File: src/rtl/sync_fifo_ctrl.sv
// rtl/sync_fifo_ctrl.sv - single-clock FIFO controller sequencing a dual-port RAM as a circular buffer
// Optional sticky overflow/underflow flags enabled by defining FIFO_ERR_FLAG_EN.
module sync_fifo_ctrl #(
    parameter int DEPTH    = 16,
    parameter int WIDTH    = 8,
    parameter int AF_LEVEL = DEPTH - 2,
    localparam int AW      = $clog2(DEPTH)
) (
    input  logic             clk,
    input  logic             rst,
    input  logic             push,
    input  logic [WIDTH-1:0] push_data,
    input  logic             pop,
    output logic [WIDTH-1:0] pop_data,
    output logic             pop_valid,
    output logic             full,
    output logic             empty,
    output logic             almost_full,
    output logic [AW:0]      count,
    output logic             ram_wr_en,
    output logic [AW-1:0]    ram_wr_addr,
    output logic [WIDTH-1:0] ram_wr_data,
    output logic             ram_rd_en,
    output logic [AW-1:0]    ram_rd_addr,
    input  logic [WIDTH-1:0] ram_rd_data,
    input  logic             err_clr,
    output logic             overflow,
    output logic             underflow
);

    localparam logic [AW:0] AF_THR = AF_LEVEL[AW:0];

    logic [AW:0] wptr, rptr;
    logic [AW:0] wptr_nxt, rptr_nxt, count_nxt;
    logic        wr_acc, rd_acc;

    // Gating with rst keeps the RAM untouched while the controller is held in reset.
    assign wr_acc = push & ~full & ~rst;
    assign rd_acc = pop & ~empty & ~rst;

    assign ram_wr_en   = wr_acc;
    assign ram_wr_addr = wptr[AW-1:0];
    assign ram_wr_data = push_data;
    assign ram_rd_en   = rd_acc;
    assign ram_rd_addr = rptr[AW-1:0];
    assign pop_data    = ram_rd_data;

    always_comb begin
        wptr_nxt  = wptr + {{AW{1'b0}}, wr_acc};
        rptr_nxt  = rptr + {{AW{1'b0}}, rd_acc};
        count_nxt = wptr_nxt - rptr_nxt;
    end

    always_ff @(posedge clk) begin
        if (rst) begin
            wptr        <= '0;
            rptr        <= '0;
            count       <= '0;
            full        <= 1'b0;
            empty       <= 1'b1;
            almost_full <= 1'b0;
            pop_valid   <= 1'b0;
        end else begin
            wptr        <= wptr_nxt;
            rptr        <= rptr_nxt;
            count       <= count_nxt;
            full        <= (wptr_nxt[AW] != rptr_nxt[AW]) &&
                           (wptr_nxt[AW-1:0] == rptr_nxt[AW-1:0]);
            empty       <= (wptr_nxt == rptr_nxt);
            almost_full <= (count_nxt >= AF_THR);
            pop_valid   <= rd_acc;
        end
    end

`ifdef FIFO_ERR_FLAG_EN
    // A new error event takes priority over a clear in the same cycle.
    always_ff @(posedge clk) begin
        if (rst) begin
            overflow  <= 1'b0;
            underflow <= 1'b0;
        end else begin
            if (push & full)
                overflow <= 1'b1;
            else if (err_clr)
                overflow <= 1'b0;
            if (pop & empty)
                underflow <= 1'b1;
            else if (err_clr)
                underflow <= 1'b0;
        end
    end
`else
    logic unused_err_clr;
    assign unused_err_clr = err_clr;
    assign overflow       = 1'b0;
    assign underflow      = 1'b0;
`endif

endmodule

File: config.mk
export PLATFORM = sky130hd
export DESIGN_NAME = sync_fifo_ctrl
export DESIGN_NICKNAME = d
export VERILOG_FILES = /design/src/rtl/sync_fifo_ctrl.sv
export SDC_FILE = /design/constraint.sdc
export NUM_CORES = 1
export LEC_CHECK = 0
export ABC_CLOCK_PERIOD_IN_PS = 3100
export CORE_ASPECT_RATIO = 0.75
export CORE_MARGIN = 4
export CORE_UTILIZATION = 38
export DETAILED_ROUTE_END_ITERATION = 10
export GPL_TIMING_DRIVEN = 0
export PLACE_DENSITY = 0.81
export SKIP_CTS_REPAIR_TIMING = 1
export SYNTH_ARGS = -nofsm -noshare
export SYNTH_HDL_FRONTEND = slang
export SYNTH_SLANG_ARGS = --single-unit
File: constraint.sdc
create_clock -name clk -period 3.1 [get_ports clk]
set_clock_uncertainty 0.05 [all_clocks]
set_input_delay 0.465 -clock clk [delete_from_list [all_inputs] [get_ports clk]]
set_output_delay 0.465 -clock clk [all_outputs]
set_load 0.01 [all_outputs]
Yosys cells after proc, flatten, opt, wreduce, memory -nomap -nowiden:

Index checks and enable logic that the tools add are counted.

* bits in registers: 19
* output and inout bits: 37
* word-level logic and storage cells: 22

* add/subtract/negate cells: 3
* $lt $le $gt $ge: 1
* equal/unequal tests: 3
* bitwise gates (word level): 7
* reduce and logical (&&, ||, !) cells: 1

Operators by type and width (number)
* $add A5 B1 Y5: 2
* $eq A5 B5 Y1: 1
* $ge A5 B4 Y1 const B: 1
* $sub A5 B5 Y5: 1
* $and A1 B1 Y1: 4
* $eq A4 B4 Y1: 1
* $not A1 Y1: 3
* $logic_and A1 B1 Y1: 1
* $ne A1 B1 Y1: 1

Depth between registers and ports, before layout:

* depth after elaboration: 6
* gate-level depth with buffers: 10
* depth with buffers taken out: 9

Worst setup path before layout:

Ideal clock, no wire load.

* path type: in2reg
* from: input port rst
* to: register almost_full
* arrival time: 3013 ps
* slack: -94 ps
* stages: 10
* buffers on the path: 1
* path through: clkbuf_1 nor3b_1 ha_1 xnor2_1 inv_1 fa_1 maj3_2 maj3_2 xor2_1 o22ai_2

* word-level cells in the longest chain between the ends: 5
* elaborated cells on any way between the ends: 7

RTL lines
* start: declaration: RTL line 10 `input logic rst,`
* $not A1 Y1: RTL line 39 `assign rd_acc = pop & ~empty & ~rst;`
* $and A1 B1 Y1: RTL line 39
* net ram_rd_en: RTL line 23 `output logic ram_rd_en,`
* $add A5 B1 Y5: RTL line 50 `rptr_nxt = rptr + {{AW{1'b0}}, rd_acc};`
* net rptr_nxt[1]: RTL line 34 `logic [AW:0] wptr_nxt, rptr_nxt, count_nxt;`
* $sub A5 B5 Y5: RTL line 51 `count_nxt = wptr_nxt - rptr_nxt;`
* $ge A5 B4 Y1: RTL line 70 `almost_full <= (count_nxt >= AF_THR);`
* end signal: assignment: RTL line 70
* end: declaration: RTL line 18 `output logic almost_full,`

The timed path passes the listed nets, and every way through them passes these cells.
A chain may end at the register's enable or synchronous reset.

Worst setup path after layout:

* from: input port pop
* to: register almost_full

* word-level cells in the longest chain between the ends: 5

RTL lines
* start: declaration: RTL line 13 `input logic pop,`
* $and A1 B1 Y1 (2 in series): RTL line 39
* $add A5 B1 Y5: RTL line 50
* net rptr_nxt[1]: RTL line 34
* $sub A5 B5 Y5: RTL line 51
* $ge A5 B4 Y1: RTL line 70

The timed path passes the listed nets, and every way through them passes these cells.

==> results_dict.tcl <==
set metrics [dict create \
    cp_data_required_time_ps 3270 \
    p_seq_share_pct 50.3 \
    multi_input_area_um2 485 \
    synth-seq-cells 19 \
    ant_nets 0 \
    via_per_inst 4.35 \
    status "completed" \
    initial_core_util_pct 39.6 \
    max-slew-margin-rel_pct 66.4 \
    grt_overflow 0 \
    setup_viol 0 \
    ff2ff_path_depth 9 \
    ir_drop_mv 0.144 \
    rsz0062_at_grt "no" \
    fmax_mhz 346 \
    post-route-drc-count 0 \
    syn_area_mm2 0.00103 \
    p_leak_nw 0.696 \
    r2r-start "empty$_SDFF_PP1_" \
    hp-start "rst" \
    synthFlopType "dfxtp_1" \
    cp_max_fo 3 \
    dr_total_vias 830 \
    fin_crit_sh_pct 93.2 \
    htree_levels 1 \
    rows 16 \
    hold_viol_final 0 \
    finalCriticalPeriod_ps 2890 \
    grt_pass1_wl_mm 3.35 \
    final_cells 191 \
    antenna_found_initial 0 \
    hp-class "in2reg" \
    grt_pass1_vias 791 \
    grt_usage_pct 12.3 \
    startpoint "pop" \
    cp-end-kind "flip-flop" \
    worst_pin_slew_ps 500 \
    cp-start-kind "input pin" \
    yosysWarnings 0 \
    synth-edff-count 0 \
    place_inst 183 \
    ys_async_sr_fraction_pct 0 \
    cts.clk_slew.worst_paths_ps 100 \
    power.density_mw_per_mm2 330 \
    p_sw_share_pct 24.9 \
    drtPass1Iterations 4 \
    min_to "count[1]$_SDFF_PP0_" \
    area_growth_pct 52.8 \
    port_buffers 38 \
    cts_root_buffer "clkbuf_4" \
    total_power_w 0.000520 \
    fillers 226 \
    ctsLongestPathBuffers 2 \
    ios 58 \
    maxCapViolations 0 \
    synth_cells 108 \
    report.final.slew_viol_count 0 \
    dieArea_mm2 0.00362 \
    finalWeightedCongestion 0.775 \
    crit_type "in2reg" \
    grt_start_max_net_pins 11 \
    switchingPower_w 0.000130 \
    die-height_um 53.1 \
    clkLatencyLatePin_ps 280 \
    wire_per_inst_um 11.3 \
    dp_hpwl_mm 1.83 \
    worst_slack_ps 211 \
    place_ws_ps -766 \
    internal_power_w 0.000391 \
    holdWs_ps 388 \
    diodes 0 \
    finalWirelength_mm 2.17 \
    tritoncts "built" \
    worst-r2r-setup-slack_ps 510 \
    yosys-top-cells-area "dfxtp_1, buf_4, ha_1, xnor2_1, xor2_1" \
    die_x_um 68.1 \
    finalNetCount 185 \
    synth.avg_cell_area_um2 9.55 \
    synth_seq_area_share_pct 36.9 \
    synth.top_cells.by_count "buf_4, dfxtp_1, nor2_1" \
    cts.sinks 19 \
    yosysUniqueCellTypes 22 \
    synth_top_area_share_pct 36.9 \
    core_area_mm2 0.00260 \
    power_frac_comb_pct 27.0 \
    regArea_um2 380 \
    hold_path_depth 2 \
    yosysTopAreaCell "dfxtp_1" \
    clock_power_share_pct 22.7 \
    drive_above_1_share_pct 29.0 \
    timing.rr.end "almost_full$_SDFF_PP0_" \
    synth_most_common_cell "buf_4" \
    critPathArrivalTime_ps 3060 \
    drt_iter0_drc 17 \
    cts-buffers-inserted 3 \
]
## placed cells by master (no fill, tap or decap), drive strengths merged, types with 2 or more instances in the layout
cell type      count
o22ai              2
nor3b              3
nor2              13
nor2b              2
xnor2              7
buf               31
nor3               2
inv                4
clkbuf             5
maj3               2
conb               2
xor2               8
ha                 7
clkdlybuf4s50     37
dfxtp             19
nand2              2
nand3              4
## worst max path at each step
stage / to / slack, ps / cells after the start
2_1_floorplan: almost_full$_SDFF_PP0_ / 50 / 10
3_3_place_gp: almost_full$_SDFF_PP0_ / -650 / 11
3_5_place_dp: almost_full$_SDFF_PP0_ / -770 / 11
4_1_cts: almost_full$_SDFF_PP0_ / -460 / 11
5_1_grt: almost_full$_SDFF_PP0_ / 130 / 10
6_report: almost_full$_SDFF_PP0_ / 210 / 10
## metal layers
layer	global-route usage, %	share of wire (%)	vias up
li1	-	-	406
met1	14.2	41	381
met2	22.4	50	39
met3	2.55	8.4	4
met4	3.96	0.69	0
met5	0	0	-
## kinds of logic (layout without fill, tap and decap cells)
| family | count (synthesis) | after routing | share of synthesized area (%) |
|---|---|---|---|
| AO/OA/AOI/OAI | 4 | 4 | 3.16 |
| XOR/XNOR | 15 | 15 | 13.5 |
| adder cells (fa/ha/maj) | 10 | 10 | 12.6 |
| buffers and inverters | 32 | 78 | 21.1 |
| flip-flops | 19 | 19 | 36.9 |
| other | 1 | 2 | 0.364 |
| AND/OR/NAND/NOR | 27 | 27 | 12.4 |
## registers in the layout, indices dropped and copies added, names as in the netlist
register     cells
wptr             5
pop_valid        1
almost_full      1
count            5
full             1
empty            1
rptr             5
## area by class of cell
type                       count  share of cell area [%]
multi-input combinational     58                    30.8
tap                           36                    2.86
inverter                       4                   0.953
buffer                        28                    13.3
sequential                    19                    24.1
clock buffer                   4                    1.67
timing repair buffer          42                    26.2
## worst max-delay path: stages
cell	delay, ps
clkdlybuf4s50_1	490
nor3b_4	230
ha_2	250
xnor2_2	150
inv_1	100
fa_2	410
maj3_2	320
maj3_2	340
xor2_2	160
o22ai_2	150
## power groups by stage
stage | combinational [W] | sequential (W) | clock [W]
floorplan | 0.0000685 | 0.000271 | 0
global placement | 0.000130 | 0.000266 | 0
detailed placement | 0.000133 | 0.000267 | 0
CTS | 0.000134 | 0.000261 | 0.000122
global route | 0.000154 | 0.000263 | 0.000130
finish | 0.000141 | 0.000262 | 0.000118
## stage by stage
stage	setup TNS [ps]	area (µm²)	util [%]
floorplan	0	1040	-
global route	0	1580	60.5
CTS	-875	1490	57.3
global placement	-1370	1470	56.3
detailed placement	-2000	1470	56.3
finish	0	1580	60.5
Note: power is estimated with default switching activity, not from simulation.
